## config.mk

```make
export PLATFORM = sky130hd
export DESIGN_NAME = const_arbiter
export DESIGN_NICKNAME = d
export VERILOG_FILES = /design/src/rtl/const_arbiter.sv
export SDC_FILE = /design/constraint.sdc
export NUM_CORES = 1
export LEC_CHECK = 0
export CORE_AREA = 2 2 161 163
export CTS_CLUSTER_SIZE = 14
export DETAILED_ROUTE_END_ITERATION = 8
export DIE_AREA = 0 0 163 165
export GPL_TIMING_DRIVEN = 0
export PLACE_DENSITY = 0.66
export RECOVER_POWER = 100
export SYNTH_ARGS = -nofsm -noshare
export SYNTH_HDL_FRONTEND = slang
export SYNTH_SLANG_ARGS = --single-unit
```

## constraint.sdc

```tcl
create_clock -name clk -period 2.1 [get_ports clk]
set_input_delay 0.42 -clock clk [delete_from_list [all_inputs] [get_ports clk]]
set_output_delay 0.42 -clock clk [all_outputs]
set_load 0.01 [all_outputs]
```

## src/rtl/const_arbiter.sv

```systemverilog
// const_arbiter
//   Shares the single constant ROM between two requesters (port 0: pairing
//   control FSM, port 1: debug/load path). A round-robin winner is picked in
//   IDLE, its 3-bit constant index is turned into the ROM's one-hot address,
//   the ROM's one-cycle read latency is sequenced, and the constant is
//   returned tagged with the owner id and an error flag.
//
//   Handshake: a requester raises reqN with selN and holds req high until it
//   sees the one-cycle gntN pulse. sel is sampled only on the grant edge.
//   Requests are ignored outside IDLE. The response is a one-cycle valid
//   pulse qualifying data/id/err. data/id/err then hold until the next
//   capture. There is no back-pressure on the response.
//
// Ports
//   clk, reset       rising-edge clock, synchronous active-high reset
//   req0/sel0        requester 0 request and constant index
//   req1/sel1        requester 1 request and constant index
//   gnt0/gnt1        one-cycle grant pulses
//   const_addr       one-hot ROM address (0 for invalid index)
//   const_out        ROM data, registered inside the ROM
//   const_effective  ROM flag, 0 when the address selected nothing
//   data/valid/id/err  response to the register file write path
//   busy             high in every state except IDLE
//   dbg_state        current FSM state for observation
module const_arbiter #(
    parameter int W  = 198,
    parameter int AW = 6
) (
    input  logic          clk,
    input  logic          reset,
    input  logic          req0,
    input  logic [2:0]    sel0,
    input  logic          req1,
    input  logic [2:0]    sel1,
    output logic          gnt0,
    output logic          gnt1,
    output logic [AW-1:0] const_addr,
    input  logic [W-1:0]  const_out,
    input  logic          const_effective,
    output logic [W-1:0]  data,
    output logic          valid,
    output logic          id,
    output logic          err,
    output logic          busy,
    output logic [1:0]    dbg_state
);

    localparam logic [1:0] S_IDLE  = 2'd0;
    localparam logic [1:0] S_ISSUE = 2'd1;
    localparam logic [1:0] S_WAIT  = 2'd2;
    localparam logic [1:0] S_DONE  = 2'd3;

    logic [1:0]    state;
    logic          last_winner;
    logic          owner;
    logic          win1;
    logic [2:0]    win_sel;
    logic [AW-1:0] addr_next;

    // Requester 1 wins when it is alone, or when both request and
    // requester 0 took the previous grant.
    always_comb begin
        win1      = req1 & (~req0 | ~last_winner);
        win_sel   = win1 ? sel1 : sel0;
        addr_next = '0;
        if (win_sel <= 3'd4) begin
            addr_next = AW'(1) << win_sel;
        end
    end

    always_ff @(posedge clk) begin
        if (reset) begin
            state       <= S_IDLE;
            last_winner <= 1'b1;
            owner       <= 1'b0;
            gnt0        <= 1'b0;
            gnt1        <= 1'b0;
            const_addr  <= '0;
            data        <= '0;
            valid       <= 1'b0;
            id          <= 1'b0;
            err         <= 1'b0;
            busy        <= 1'b0;
        end else begin
            case (state)
                S_IDLE: begin
                    if (req0 | req1) begin
                        owner       <= win1;
                        last_winner <= win1;
                        gnt0        <= ~win1;
                        gnt1        <= win1;
                        const_addr  <= addr_next;
                        busy        <= 1'b1;
                        state       <= S_ISSUE;
                    end
                end
                S_ISSUE: begin
                    // ROM samples const_addr on this edge.
                    gnt0       <= 1'b0;
                    gnt1       <= 1'b0;
                    const_addr <= '0;
                    state      <= S_WAIT;
                end
                S_WAIT: begin
                    data  <= const_out;
                    err   <= ~const_effective;
                    id    <= owner;
                    valid <= 1'b1;
                    state <= S_DONE;
                end
                S_DONE: begin
                    valid <= 1'b0;
                    busy  <= 1'b0;
                    state <= S_IDLE;
                end
                default: begin
                    state <= S_IDLE;
                end
            endcase
        end
    end

    assign dbg_state = state;

endmodule

```

==> flow_metrics.py, run 1 <==
metrics = {
    "synth": {
        "ys_ff_latch": 214,
        "synth_flop_cell": "dfxtp_1",
        "synthesis.nets": 936,
        "syn_area_per_cell_sq_um": 10.6,
        "synth_cells": 722,
        "async_flop_share": 0,
        "synth_cell_type_count": 33,
        "yosys_warnings": 0,
        "ys_seq_area_frac": 0.558,
        "netlist_area_sq_um": 7680,
        "synth_edf_count": 0,
    },
    "place": {
        "dp.cells": 1472,
        "io_buffers": 420,
        "pre_cts_slack_ps": -352,
        "gp_congestion": 0.784,
        "dp_hpwl_microns": 19400,
        "placed_cell_area_sq_um": 12300,
    },
    "cts": {
        "worstSkewPairLatency_ps": 510,
        "cts_tree": "yes",
        "cts_resized": 0,
        "htree_levels": 1,
        "clkTransAtPathRegs_ps": 60,
        "hold_buffers": 0,
        "cts_sinks": 214,
        "clockBufferDepth": 3,
        "post_cts_buffers": 0,
        "cts_root_buf": "clkbuf_16",
        "cts_buffers": 25,
    },
    "route": {
        "routedWlPerCell_microns": 16.5,
        "dr.pass1.iters": 4,
        "vias_per_cell": 4.38,
        "ant_nets": 0,
        "drc": 0,
        "detail_route.iter0.violations": 194,
        "vias": 6649,
        "wl_microns": 25100,
    },
    "global_route": {
        "grt_max_degree": 13,
        "grt_use_total": 0.174,
        "grt_pass1_vias": 6595,
        "grt_pass1_wl_microns": 36600,
        "antenna_found_initial": 1,
        "grt_remaining_overflow": 0,
    },
    "sta": {
        "relSlewSlack": 0.512,
        "final_hold_viol_count": 0,
        "grt_setup_unrepaired": "no",
        "slew_violations": 0,
        "fin_crit_ps": 2000,
        "fmaxAchievable_ghz": 0.499,
        "holdWs_ps": 456,
        "worst_pin_slew_ps": 732,
        "period_share": 0.954,
        "finalClockSkew_ps": 16.7,
        "final-setup-viol-count": 0,
        "setup_slack_ps": 97.5,
    },
    "pwr": {
        "p_leak_nw": 5.52,
        "clockPowerShare": 0.319,
        "power_frac_comb": 0.321,
        "internal_power_mw": 10.0,
        "p_per_area_nw_per_um2": 1080,
        "switching_share": 0.294,
        "irDropWorstVdd_mv": 0.634,
        "p_switching_mw": 4.17,
        "p_seq_frac": 0.360,
    },
    "setup_path": {
        "timing.critical_path.to_type": "primary output",
        "cp.arrival_ps": 1580,
        "max_stage_delay_ps": 670,
        "path_cells": "dlygate4sd3_1",
        "cp.required_ps": 1680,
        "crit_path_start_kind": "register",
        "crit_family": "buffers and inverters",
        "crit_path_max_fanout": 5,
        "r2r_setup_slack_ps": 160,
        "r2r-start": "dbg_state[0]",
        "reg2reg_to": "const_addr[1]",
        "crit_type": "reg2out",
        "critical_path.slowest_cell": "dlygate4sd3_1",
        "rr_worst_depth": 7,
        "critPathBufInv": 1,
    },
    "final_layout": {
        "layout-drive-gt1-share": 0.0590,
        "syn_to_final_growth_pct": 71.4,
        "multi_input_area_sq_um": 3160,
        "fin_area_sq_um": 13200,
        "regArea_sq_um": 4280,
        "fin_cells": 1518,
        "layout_common_cells": "dfxtp_1, dlygate4sd3_1, nor2_1, clkdlybuf4s50_1, mux2i_1",
        "final_common_cell": "dfxtp_1",
        "nets": 1383,
        "n_fill_cell": 2292,
    },
    "die": {
        "start_util": 0.307,
        "ioPinCount": 421,
        "fp-row-count": 58,
        "die_area_sq_um": 26900,
        "fp.coreArea_sq_um": 25000,
        "fp.dieH_microns": 165,
        "die_x_microns": 163,
    },
    "flow_run": {
        "max_cap_viol_count": 0,
    },
    "worst_hold_path": {
        "min-delay-start": "const_addr[2]",
        "worst_hold_path.endpoint": "const_addr[2]",
        "hp-class": "reg2reg",
        "whs_path_depth": 2,
    },
    "outcome": {
        "status": "completed",
    },
}
## how the worst max path moves through the flow
| stage | start | endpoint | slack (ps) | cells after the start |
|---|---|---|---|---|
| detailed placement | reset | data[187] | -350 | 4 |
| floorplan | dbg_state[0] | const_addr[0] | 410 | 7 |
| CTS | dbg_state[0] | dbg_state[0] | 120 | 1 |
| global route | dbg_state[0] | data[186] | 30 | 7 |
| finish | dbg_state[0] | dbg_state[0] | 100 | 1 |
| global placement | reset | gnt0 | -320 | 4 |
## power by group through the flow
stage | registers (mW) | clock network [mW] | logic (mW)
global route | 5.20 | 4.82 | 4.95
CTS | 5.16 | 4.67 | 4.92
global placement | 5.21 | 0 | 4.87
finish | 5.12 | 4.53 | 4.57
floorplan | 5.55 | 0 | 2.23
detailed placement | 5.23 | 0 | 4.90
## per-stage QoR
step	total power [mW]	util	TNS [ps]
finish	14.2	0.526	0
global route	15.0	0.526	0
CTS	14.8	0.526	0
detailed placement	10.1	0.491	-18070
global placement	10.1	0.491	-15760
floorplan	7.78	-	0
## synth_stat cells (all sizes together) (2+ instances only)
master   count  area, sq um
o21ai        3         18.8
buf         24          133
inv          5         18.8
mux2i      201         2010
ha           5         62.6
nand3        2         10.0
a22oi        3         22.5
a21oi        4         20.0
nor2b        2         12.5
dfxtp      214         4280
nor3b        3         22.5
clkbuf      23         86.3
nor2       207          777
o2bb2ai      3         26.3
nand2        6         22.5
and2b        2         17.5
o221ai       2         17.5
## metal layers
metal  vias to the layer above  GRT usage  part of all wire
li1                       3317          -                 -
met1                      3013      0.187              0.37
met2                       286      0.318              0.50
met3                        33     0.0711              0.11
met4                         0     0.0447             0.019
met5                         -          0                 0
## state kept, by name (all words and copies together), names as in the netlist
signal / count
dbg_state: 2
const_addr: 6
gnt0: 1
err: 1
gnt1: 1
owner: 1
id: 1
last_winner: 1
valid: 1
data: 198
busy: 1
## cells by family (layout without fill, tap and decap cells)
| logic type | after synthesis | after routing | synth area share |
|---|---|---|---|
| and+or+nand+nor | 229 | 229 | 0.119 |
| DFF | 214 | 214 | 0.558 |
| muxes | 201 | 201 | 0.262 |
| buffers and inverters | 52 | 517 | 0.0310 |
| AOI/OAI and AO/OA | 21 | 21 | 0.0218 |
| adders and majority gates | 5 | 5 | 0.00815 |
| other | 0 | 1 | 0 |
## final cells by class
type / instances / area share
Timing Repair Buffer: 420 / 0.319
Inverter: 5 / 0.00143
Clock inverter: 9 / 0.00913
Antenna cell: 1 / 0.000190
Multi-Input combinational cell: 456 / 0.240
Sequential cell: 214 / 0.326
Clock buffer: 36 / 0.0575
Buffer: 47 / 0.0154
Tap cell: 330 / 0.0314
## worst min-delay path, cell delays in order (launching register included)
cell and delay [ps]:
dfxtp_1 310, nand2_1 50, a21oi_1 50
(Power assumes the default switching activity.)
==> run 2, diff against run 1 <==
Settings changed: PLACE_DENSITY 0.66 to 0.75.
==> flow_metrics.py, run 2 (same netlist as run 1, synthesis figures left out) <==
metrics = {
    "setup_path": {
        "cp.required_ps": 1680,
        "timing.critical_path.to_type": "primary output",
        "critPathBufInv": 1,
        "cp.arrival_ps": 1600,
        "crit_path_max_fanout": 5,
        "critical_path.slowest_cell": "dlygate4sd3_1",
        "crit_family": "buffers and inverters",
        "max_stage_delay_ps": 680,
        "crit_type": "reg2out",
        "path_cells": "dlygate4sd3_1",
        "crit_path_start_kind": "register",
    },
    "route": {
        "detail_route.iter0.violations": 177,
        "wl_microns": 24400,
        "ant_nets": 0,
        "routedWlPerCell_microns": 16.2,
        "dr.pass1.iters": 4,
        "vias": 6716,
        "vias_per_cell": 4.44,
        "drc": 0,
    },
    "final_layout": {
        "n_fill_cell": 2223,
        "syn_to_final_growth_pct": 70.3,
        "final_common_cell": "dfxtp_1",
        "fin_cells": 1513,
        "largest_reg_flops": 198,
        "layout_common_cells": "dfxtp_1, dlygate4sd3_1, nor2_1, clkdlybuf4s50_1, mux2i_1",
        "largest_register": "data",
        "layout-drive-gt1-share": 0.0524,
        "antenna_cells": 0,
        "utilization": 0.522,
        "nets": 1382,
    },
    "sta": {
        "slew_violations": 0,
        "fin_crit_ps": 2020,
        "final-setup-viol-count": 0,
        "final_hold_viol_count": 0,
        "grt_setup_unrepaired": "no",
        "fmaxAchievable_ghz": 0.496,
        "worst_pin_slew_ps": 703,
        "finalClockSkew_ps": 8.07,
        "period_share": 0.961,
        "relSlewSlack": 0.531,
    },
    "die": {
        "fp-row-count": 58,
        "die_area_sq_um": 26900,
        "fp.dieH_microns": 165,
        "die_x_microns": 163,
        "start_util": 0.307,
        "ioPinCount": 421,
        "fp.coreArea_sq_um": 25000,
    },
    "cts": {
        "hold_buffers": 0,
        "htree_levels": 1,
        "post_cts_buffers": 0,
        "worstSkewPairLatency_ps": 500,
        "cts_tree": "yes",
        "cts_sinks": 214,
        "clockBufferDepth": 3,
        "clkTransAtPathRegs_ps": 60,
        "cts_resized": 0,
        "cts_buffers": 24,
        "cts_root_buf": "clkbuf_16",
    },
    "place": {
        "dp.cells": 1472,
        "io_buffers": 420,
        "gp_congestion": 0.761,
        "dp_hpwl_microns": 18800,
    },
    "global_route": {
        "grt_use_total": 0.170,
        "antenna_found_initial": 0,
        "grt_pass1_wl_microns": 36200,
        "grt_remaining_overflow": 0,
        "grt_pass1_vias": 6632,
        "grt_max_degree": 14,
    },
    "pwr": {
        "irDropWorstVdd_mv": 0.855,
        "p_leak_nw": 5.47,
        "p_per_area_nw_per_um2": 1060,
        "finalPower_mw": 13.9,
    },
    "worst_hold_path": {
        "hp-class": "reg2reg",
    },
    "flow_run": {
        "max_cap_viol_count": 0,
    },
    "outcome": {
        "status": "completed",
    },
}
run 2: path summary, 6_finish.rpt:
path                         to          start  cells after the start  slack, ps
setup / recovery   dbg_state[0]   dbg_state[0]                      1         80
hold / removal    const_addr[2]  const_addr[2]                      2        450
setup reg to reg      data[197]   dbg_state[0]                      7        190
hold reg to reg   const_addr[2]  const_addr[2]                      2        450
run 2: metrics by stage:
| stage | TNS (ps) | cell area (sq um) | setup slack, ps | hold WS (ps) |
|---|---|---|---|---|
| after floorplan | 0 | 7680 | 410 | 465 |
| after global placement | -13430 | 12300 | -318 | 444 |
| after detailed placement | -20540 | 12300 | -382 | 451 |
| after CTS | 0 | 13100 | 93.8 | 447 |
| after global routing | 0 | 13100 | 16.0 | 478 |
| final | 0 | 13100 | 82.9 | 453 |
run 2: per-layer routing:
layer,GRT usage,up-vias,routed length (microns)
met4,0.0418,0,531
li1,-,3309,-
met3,0.0635,34,2460
met5,0,-,0
met1,0.184,3088,9080
met2,0.313,285,12400
run 2: power breakdown:
part	internal [mW]	total [mW]	switching [mW]
clock	2.60	4.23	1.63
sequential	4.78	5.13	0.342
combinational	2.41	4.57	2.15
run 2: area by class of cell:
cell class | count | area (sq um) | share of cell area
sequential | 214 | 4280 | 0.328
timing repair buffer | 420 | 4200 | 0.322
multi-input combinational | 456 | 3150 | 0.241
clock buffer | 33 | 676 | 0.0517
tap | 330 | 413 | 0.0316
buffer | 47 | 206 | 0.0158
clock inverter | 8 | 118 | 0.00900
inverter | 5 | 18.8 | 0.00144
